===== src/rtl/rv_id_stage.sv =====
// Instruction-decode stage: 2-entry skid buffer that decodes fetched
// instruction/PC pairs and presents registered fields to execute.
module rv_id_stage #(
  parameter int XLEN = 32
) (
  input  logic            clk_i,
  input  logic            rst_n_i,
  input  logic            flush_i,
  input  logic            if_valid_i,
  output logic            if_ready_o,
  input  logic [31:0]     if_instr_i,
  input  logic [XLEN-1:0] if_pc_i,
  output logic            id_valid_o,
  input  logic            id_ready_i,
  output logic [6:0]      opcode_o,
  output logic [3:0]      instr_part_o,
  output logic [4:0]      rd_o,
  output logic [4:0]      rs1_o,
  output logic [4:0]      rs2_o,
  output logic [XLEN-1:0] imm_o,
  output logic [XLEN-1:0] pc_o,
  output logic            illegal_o
);

  // Valid/ready: a transfer happens on a rising edge where valid and ready
  // are both high; the sender holds its payload stable while valid && !ready.

  typedef enum logic [1:0] {
    ST_EMPTY = 2'd0,
    ST_HALF  = 2'd1,
    ST_FULL  = 2'd2
  } state_t;

  typedef struct packed {
    logic [6:0]      opcode;
    logic [3:0]      part;
    logic [4:0]      rd;
    logic [4:0]      rs1;
    logic [4:0]      rs2;
    logic [XLEN-1:0] imm;
    logic [XLEN-1:0] pc;
    logic            illegal;
  } entry_t;

  state_t state_q, state_d;
  entry_t main_q, skid_q, dec;
  logic   ready_q;
  logic   accept, fire;
  logic   load_main_dec, load_main_skid, load_skid;

  assign accept = if_valid_i & ready_q;
  assign fire   = id_valid_o & id_ready_i;

  always_comb begin
    dec         = '0;
    dec.opcode  = if_instr_i[6:0];
    dec.part    = {if_instr_i[30], if_instr_i[14:12]};
    dec.rd      = if_instr_i[11:7];
    dec.rs1     = if_instr_i[19:15];
    dec.rs2     = if_instr_i[24:20];
    dec.pc      = if_pc_i;
    case (if_instr_i[6:0])
      7'b0010011, 7'b0000011, 7'b1100111:
        dec.imm = {{20{if_instr_i[31]}}, if_instr_i[31:20]};
      7'b0100011:
        dec.imm = {{20{if_instr_i[31]}}, if_instr_i[31:25], if_instr_i[11:7]};
      7'b1100011:
        dec.imm = {{19{if_instr_i[31]}}, if_instr_i[31], if_instr_i[7],
                   if_instr_i[30:25], if_instr_i[11:8], 1'b0};
      7'b1101111:
        dec.imm = {{11{if_instr_i[31]}}, if_instr_i[31], if_instr_i[19:12],
                   if_instr_i[20], if_instr_i[30:21], 1'b0};
      7'b0110111, 7'b0010111:
        dec.imm = {if_instr_i[31:12], 12'b0};
      7'b0110011:
        dec.imm = '0;
      default:
        dec.illegal = 1'b1;
    endcase
  end

  always_comb begin
    state_d        = state_q;
    load_main_dec  = 1'b0;
    load_main_skid = 1'b0;
    load_skid      = 1'b0;
    case (state_q)
      ST_EMPTY: if (accept) begin
        state_d       = ST_HALF;
        load_main_dec = 1'b1;
      end
      ST_HALF: begin
        if (accept && !fire) begin
          state_d   = ST_FULL;
          load_skid = 1'b1;
        end else if (accept && fire) begin
          load_main_dec = 1'b1;
        end else if (fire) begin
          state_d = ST_EMPTY;
        end
      end
      ST_FULL: if (fire) begin
        state_d        = ST_HALF;
        load_main_skid = 1'b1;
      end
      default: state_d = ST_EMPTY;
    endcase
    // Flush drops both entries and anything accepted this cycle.
    if (flush_i) begin
      state_d        = ST_EMPTY;
      load_main_dec  = 1'b0;
      load_main_skid = 1'b0;
      load_skid      = 1'b0;
    end
  end

  always_ff @(posedge clk_i or negedge rst_n_i) begin
    if (!rst_n_i) begin
      state_q <= ST_EMPTY;
      ready_q <= 1'b0;
      main_q  <= '0;
      skid_q  <= '0;
    end else begin
      state_q <= state_d;
      ready_q <= (state_d != ST_FULL);
      if (load_main_dec)       main_q <= dec;
      else if (load_main_skid) main_q <= skid_q;
      if (load_skid)           skid_q <= dec;
    end
  end

  assign if_ready_o   = ready_q;
  assign id_valid_o   = (state_q != ST_EMPTY);
  assign opcode_o     = main_q.opcode;
  assign instr_part_o = main_q.part;
  assign rd_o         = main_q.rd;
  assign rs1_o        = main_q.rs1;
  assign rs2_o        = main_q.rs2;
  assign imm_o        = main_q.imm;
  assign pc_o         = main_q.pc;
  assign illegal_o    = main_q.illegal;

endmodule


===== config.mk =====
export PLATFORM = sky130hd
export DESIGN_NAME = rv_id_stage
export DESIGN_NICKNAME = d
export VERILOG_FILES = /design/src/rtl/rv_id_stage.sv
export SDC_FILE = /design/constraint.sdc
export NUM_CORES = 1
export LEC_CHECK = 0
export CAP_MARGIN = 0
export CORE_MARGIN = 2
export CORE_UTILIZATION = 40
export DETAILED_ROUTE_END_ITERATION = 16
export PLACE_DENSITY = 0.61
export SYNTH_ARGS = -nofsm -noshare
export SYNTH_HDL_FRONTEND = slang
export SYNTH_SLANG_ARGS = --single-unit

===== constraint.sdc =====
create_clock -name clk_i -period 2.3 [get_ports clk_i]
set_clock_uncertainty 0.05 [all_clocks]
set_input_delay 0.46 -clock clk_i [delete_from_list [all_inputs] [get_ports clk_i]]
set_output_delay 0.46 -clock clk_i [all_outputs]
set_load 0.005 [all_outputs]

=== Word level (Yosys, flattened, before mapping) ===
Cells that the tools add are included.

* Register bits after elaboration: 185
* Bits of input ports: 69
* Output and inout bits: 93
* Word-level logic and storage cells: 63

* Equal/unequal tests: 12
* Multiplexer cells: 22
* Bitwise gates (word level): 2
* Reductions and logical operators: 9

{| class="wikitable"
|+ Operators by type and width
! kind !! number
|-
| two-way mux 91 bit || 2
|-
| case mux 32 bit (5 select lines) || 1
|-
| equality test 7 x 6 -> 1 bit, second input constant || 3
|-
| equality test 7 bit, second input constant || 3
|-
| equality test 7 x 5 -> 1 bit, second input constant || 2
|-
| two-way mux 2 bit || 6
|-
| two-way mux 1 bit || 11
|-
| OR reduction 9 bit || 1
|-
| equality test 7 x 2 -> 1 bit, second input constant || 1
|-
| case mux 2 bit (3 select lines) || 1
|-
| nonzero test 2 bit || 2
|-
| OR reduction 3 bit || 1
|-
| AND 1 bit || 2
|-
| equality test 2 x 1 -> 1 bit, second input constant || 1
|-
| equality test 2 bit, second input constant || 1
|-
| logical AND 1 bit || 2
|-
| zero test 2 bit || 1
|-
| inequality test 2 bit, second input constant || 1
|-
| case mux 1 bit (2 select lines) || 1
|-
| OR reduction 2 bit || 1
|-
| zero test 1 bit || 1
|}

=== Depth between registers and ports, before layout ===
* Depth after elaboration: 8
* Depth in mapped cells: 7
* Depth with buffers taken out: 4

=== Worst setup path after synthesis ===
OpenSTA, ideal clock, no wires.

* Path type: input port to flip-flop
* Start: in if_instr_i[6]
* End: reg main_q, in the netlist imm_o[13]
* Library setup time: 64 ps
* Arrival: 1569 ps
* Required time: 2186 ps
* Setup slack: 617 ps
* Stages on the path: 6
* Buffers on the path: 2
* Path through: buf_2 -> or3_1 -> o21ai_0 -> and4_1 -> buf_2 -> a211o_1

* Word-level cells in the longest chain between the ends: 4
* Elaborated cells on any way between the ends: 12
* Those cells by class: eq/ne: 8; mux: 2; reduce/logical: 2

{| class="wikitable"
|+ RTL lines
! what !! RTL line !! RTL
|-
| start, declared || 11 || <nowiki>input logic [31:0] if_instr_i,</nowiki>
|-
| equality test 7 x 5 -> 1 bit, or another cell as far along || 62 || <nowiki>case (if_instr_i[6:0])</nowiki>
|-
| OR reduction 3 bit / OR reduction 2 bit (equally long branches) || 62 ||
|-
| case mux 32 bit (5 select lines) * || 62 ||
|-
| two-way mux 91 bit * || 126 || <nowiki>if (load_main_dec) main_q <= dec;</nowiki>
|-
| end signal, assigned || 127 || <nowiki>else if (load_main_skid) main_q <= skid_q;</nowiki>
|-
| end, declared || 46 || <nowiki>entry_t main_q, skid_q, dec;</nowiki>
|}

Every way passes the cells marked *; elsewhere a longest branch is shown, timed or not.
A chain may end at the register's enable or synchronous reset.

=== Final worst setup path ===
* Start: reg state_q[1]
* End: out id_valid_o

* Word-level cells in the longest chain between the ends: 1

{| class="wikitable"
|+ RTL lines
! what !! RTL line !! RTL
|-
| start, declared || 45 || <nowiki>state_t state_q, state_d;</nowiki>
|-
| start signal, assigned || 124 || <nowiki>state_q <= state_d;</nowiki>
|-
| nonzero test 2 bit || 133 || <nowiki>assign id_valid_o = (state_q != ST_EMPTY);</nowiki>
|-
| end, declared || 13 || <nowiki>output logic id_valid_o,</nowiki>
|}

No other way between the ends.

==> metrics.cfg <==
[yosys]
synthFlopType=dfrtp_1
netlist_instances=826
synth.ff_latch_count=185
ys_seq_area_share_pct=58.45
syn_nets=895
synth_cell_types=50
synth-edff-count=0
synth_area_um2=7920
syn_area_per_cell_um2=9.588
async_reset_ff_share_pct=100.0
yosysWarnings=0

[die]
die_w_um=144.7
pin_count=162
initial_core_util_pct=40.69
die_y_um=144.7
core_um2=19460
rows=51
die-area_um2=20940

[place]
gp_congestion=0.8349
post-place-ws_ps=-23.51
io_buffer_count=161
dp.cells=1254
dp_hpwl_um=14740

[clock_network]
cts_root_buffer=clkbuf_16
cts_max_level=4
clk_pin_slew_ps=70
cts.sinks=185
cts_made_buffers=17
cts_setup_buffers=0
cts_buffer_depth=2
cts_tree=done
clk_latency_ps=430

[detailed_routing]
ant_nets=0
top_layer=met4
via_count=6621
avgViaCountPerCell=5.145
wl_met1_um=10050
wl_per_cell_um=16.94
met3_length_um=1049
postRouteWirelength_um=21800
wl_met2_um=10500
drtPass1Iterations=5
drt_iter0_drc=463
drcViolationCount=0

[layout]
drive_gt1_share_pct=10.08
finalNonFillerCells=1287
synthToLayoutAreaGrowth_pct=36.68
n_fill_cell=1745
antennaDiodeCount=0
nets=1078

[worst_setup_path]
worst_path_largest_cell_delay_ps=460
start_kind=register
path_buf_inv=1
worstRegToRegCells=6
cp.arrival_ps=1660
worst-endpoint-required_ps=1790
crit_family=flip-flops
r2r_slack_ps=490
r2r_start=state_q[1]
r2r_end=imm_o[17]
path_max_fanout=9
path_class=reg2out
slowest_stage=dfrtp_1
critPathCaptureType=output pin
worstPathCellList=or2_2 > clkdlybuf4s50_1

[power]
powerDensity_nw_per_um2=814.8
ir_worst_vdd_v=0.0005303
power.total_uw=8820
p_leak_uw=0.005251

[sta]
grt_setup_unrepaired=false
tightest_slew_ps=468.1
fmax_mhz=461.8
hold_viol=0
max_slew_margin_pct=68.79
setup_ws_ps=134.5
fin_crit_sh_pct=94.15
period_needed_ps=2166
setup_viol=0
final_max_slew_viol_count=0

[global_routing]
grt_pass1_wl_um=34880
grt_pass1_vias=6399
grt_use_total_pct=21.62
antenna_found_initial=0
grt_max_degree=71
gr-total-overflow=0

[outcome]
status=finished clean

[job]
cap_violations=0

[min_path]
hold_path.class=in2async

==> through the flow <==
stage | util [%] | hold slack (ps) | TNS, ps | instance area [um2]
after global routing | 55.62 | 395.0 | 0 | 10830
after floorplan | - | 114.4 | 0 | 7920
after detailed placement | 52.54 | 282.8 | -100.5 | 10230
after global placement | 52.54 | 283.7 | 0 | 10230
after CTS | 55.62 | 372.1 | 0 | 10830
final | 55.62 | 388.4 | 0 | 10830
==> cell usage after synthesis, types with 2 or more instances <==
library cell / count / area share, %
nor2_2: 3 / 0.24
o22ai_1: 6 / 0.47
o21ai_0: 16 / 1.0
clkbuf_1: 20 / 0.95
buf_4: 8 / 0.76
nor2_1: 43 / 2.0
and2_1: 12 / 0.95
a221oi_1: 5 / 0.55
and3_1: 3 / 0.24
nand2_2: 2 / 0.16
a31oi_1: 3 / 0.24
a22o_1: 15 / 1.7
inv_1: 9 / 0.43
o21a_1: 4 / 0.38
o31ai_1: 2 / 0.19
a211o_1: 8 / 0.88
nand2_1: 302 / 14
nand2b_1: 2 / 0.16
a221o_1: 3 / 0.38
a222oi_1: 11 / 1.4
and4bb_2: 2 / 0.32
buf_2: 24 / 1.5
nand3_1: 12 / 0.76
nand4bb_1: 2 / 0.28
a21oi_1: 37 / 2.3
a22oi_1: 61 / 5.8
and2b_1: 2 / 0.19
dfrtp_1: 185 / 58
a32oi_1: 2 / 0.22
o21ai_1: 2 / 0.13
==> layer usage <==
layer | track usage [%] | vias to the layer above
li1 | - | 3194
met1 | 31.55 | 3239
met2 | 33.85 | 178
met3 | 3.521 | 10
met4 | 5.468 | 0
met5 | 0 | -
==> layout by cell type, fill, tap and decap left out, types with 5 or more instances in the layout <==
cell type        instances
nand2_1                302
dfrtp_1                185
clkdlybuf4s50_1        160
a22oi_1                 61
nor2_1                  43
buf_4                   40
a21oi_1                 37
clkbuf_16               17
o21ai_0                 16
a22o_1                  15
buf_12                  15
nand3_1                 12
and2_1                  12
a222oi_1                11
inv_1                    9
a211o_1                  8
o22ai_1                  6
a221oi_1                 5
inv_8                    5
==> flip-flops by register name, indices dropped and copies added (netlist names) <==
| name | cells |
|---|---|
| pc_o | 32 |
| rs1_o | 5 |
| rd_o | 5 |
| state_q | 2 |
| opcode_o | 7 |
| instr_part_o | 4 |
| imm_o | 32 |
| skid_q | 91 |
| illegal_o | 1 |
| rs2_o | 5 |
| if_ready_o | 1 |
==> power breakdown <==
group	internal, uW	switching [uW]	total [uW]	leakage, uW
combinational	895	715	1610	0.00261
sequential	3910	370	4280	0.00236
clock	1540	1390	2930	0.000290
total	6350	2470	8820	0.00525
==> area by class of cell <==
type	instances	area, um2	share of cell area (%)
sequential	185	4629	42.76
inverter	9	33.78	0.3121
tap	265	331.6	3.063
clock inverter	15	163.9	1.514
clock buffer	17	425.4	3.930
timing repair buffer	217	2226	20.56
multi-input combinational	579	3015	27.85
==> worst max-delay path by stage <==
stage	start	end	cells after the start
floorplan	if_instr_i[6]	imm_o[13]	6
global placement	flush_i	imm_o[18]	7
detailed placement	flush_i	imm_o[17]	7
CTS	state_q[1]	id_valid_o	2
global route	state_q[1]	id_valid_o	2
finish	state_q[1]	id_valid_o	2
==> kinds of logic (layout without fill, tap and decap cells) <==
logic type             Yosys count  in the layout  share of synthesized area [%]
DFF                            185            185                          58.45
muxes                            2              2                         0.2686
AOI/OAI and AO/OA              182            182                          16.78
buffers and inverters           62            258                          3.791
and+or+nand+nor                395            395                          20.71
==> timing repair <==
item,4_1_cts,5_1_grt
endpoints found under the hold margin,16,0
hold buffers,1,0
setup endpoints to repair,0,0
resized for setup,0,0
Power figures use the tool's default switching activity.
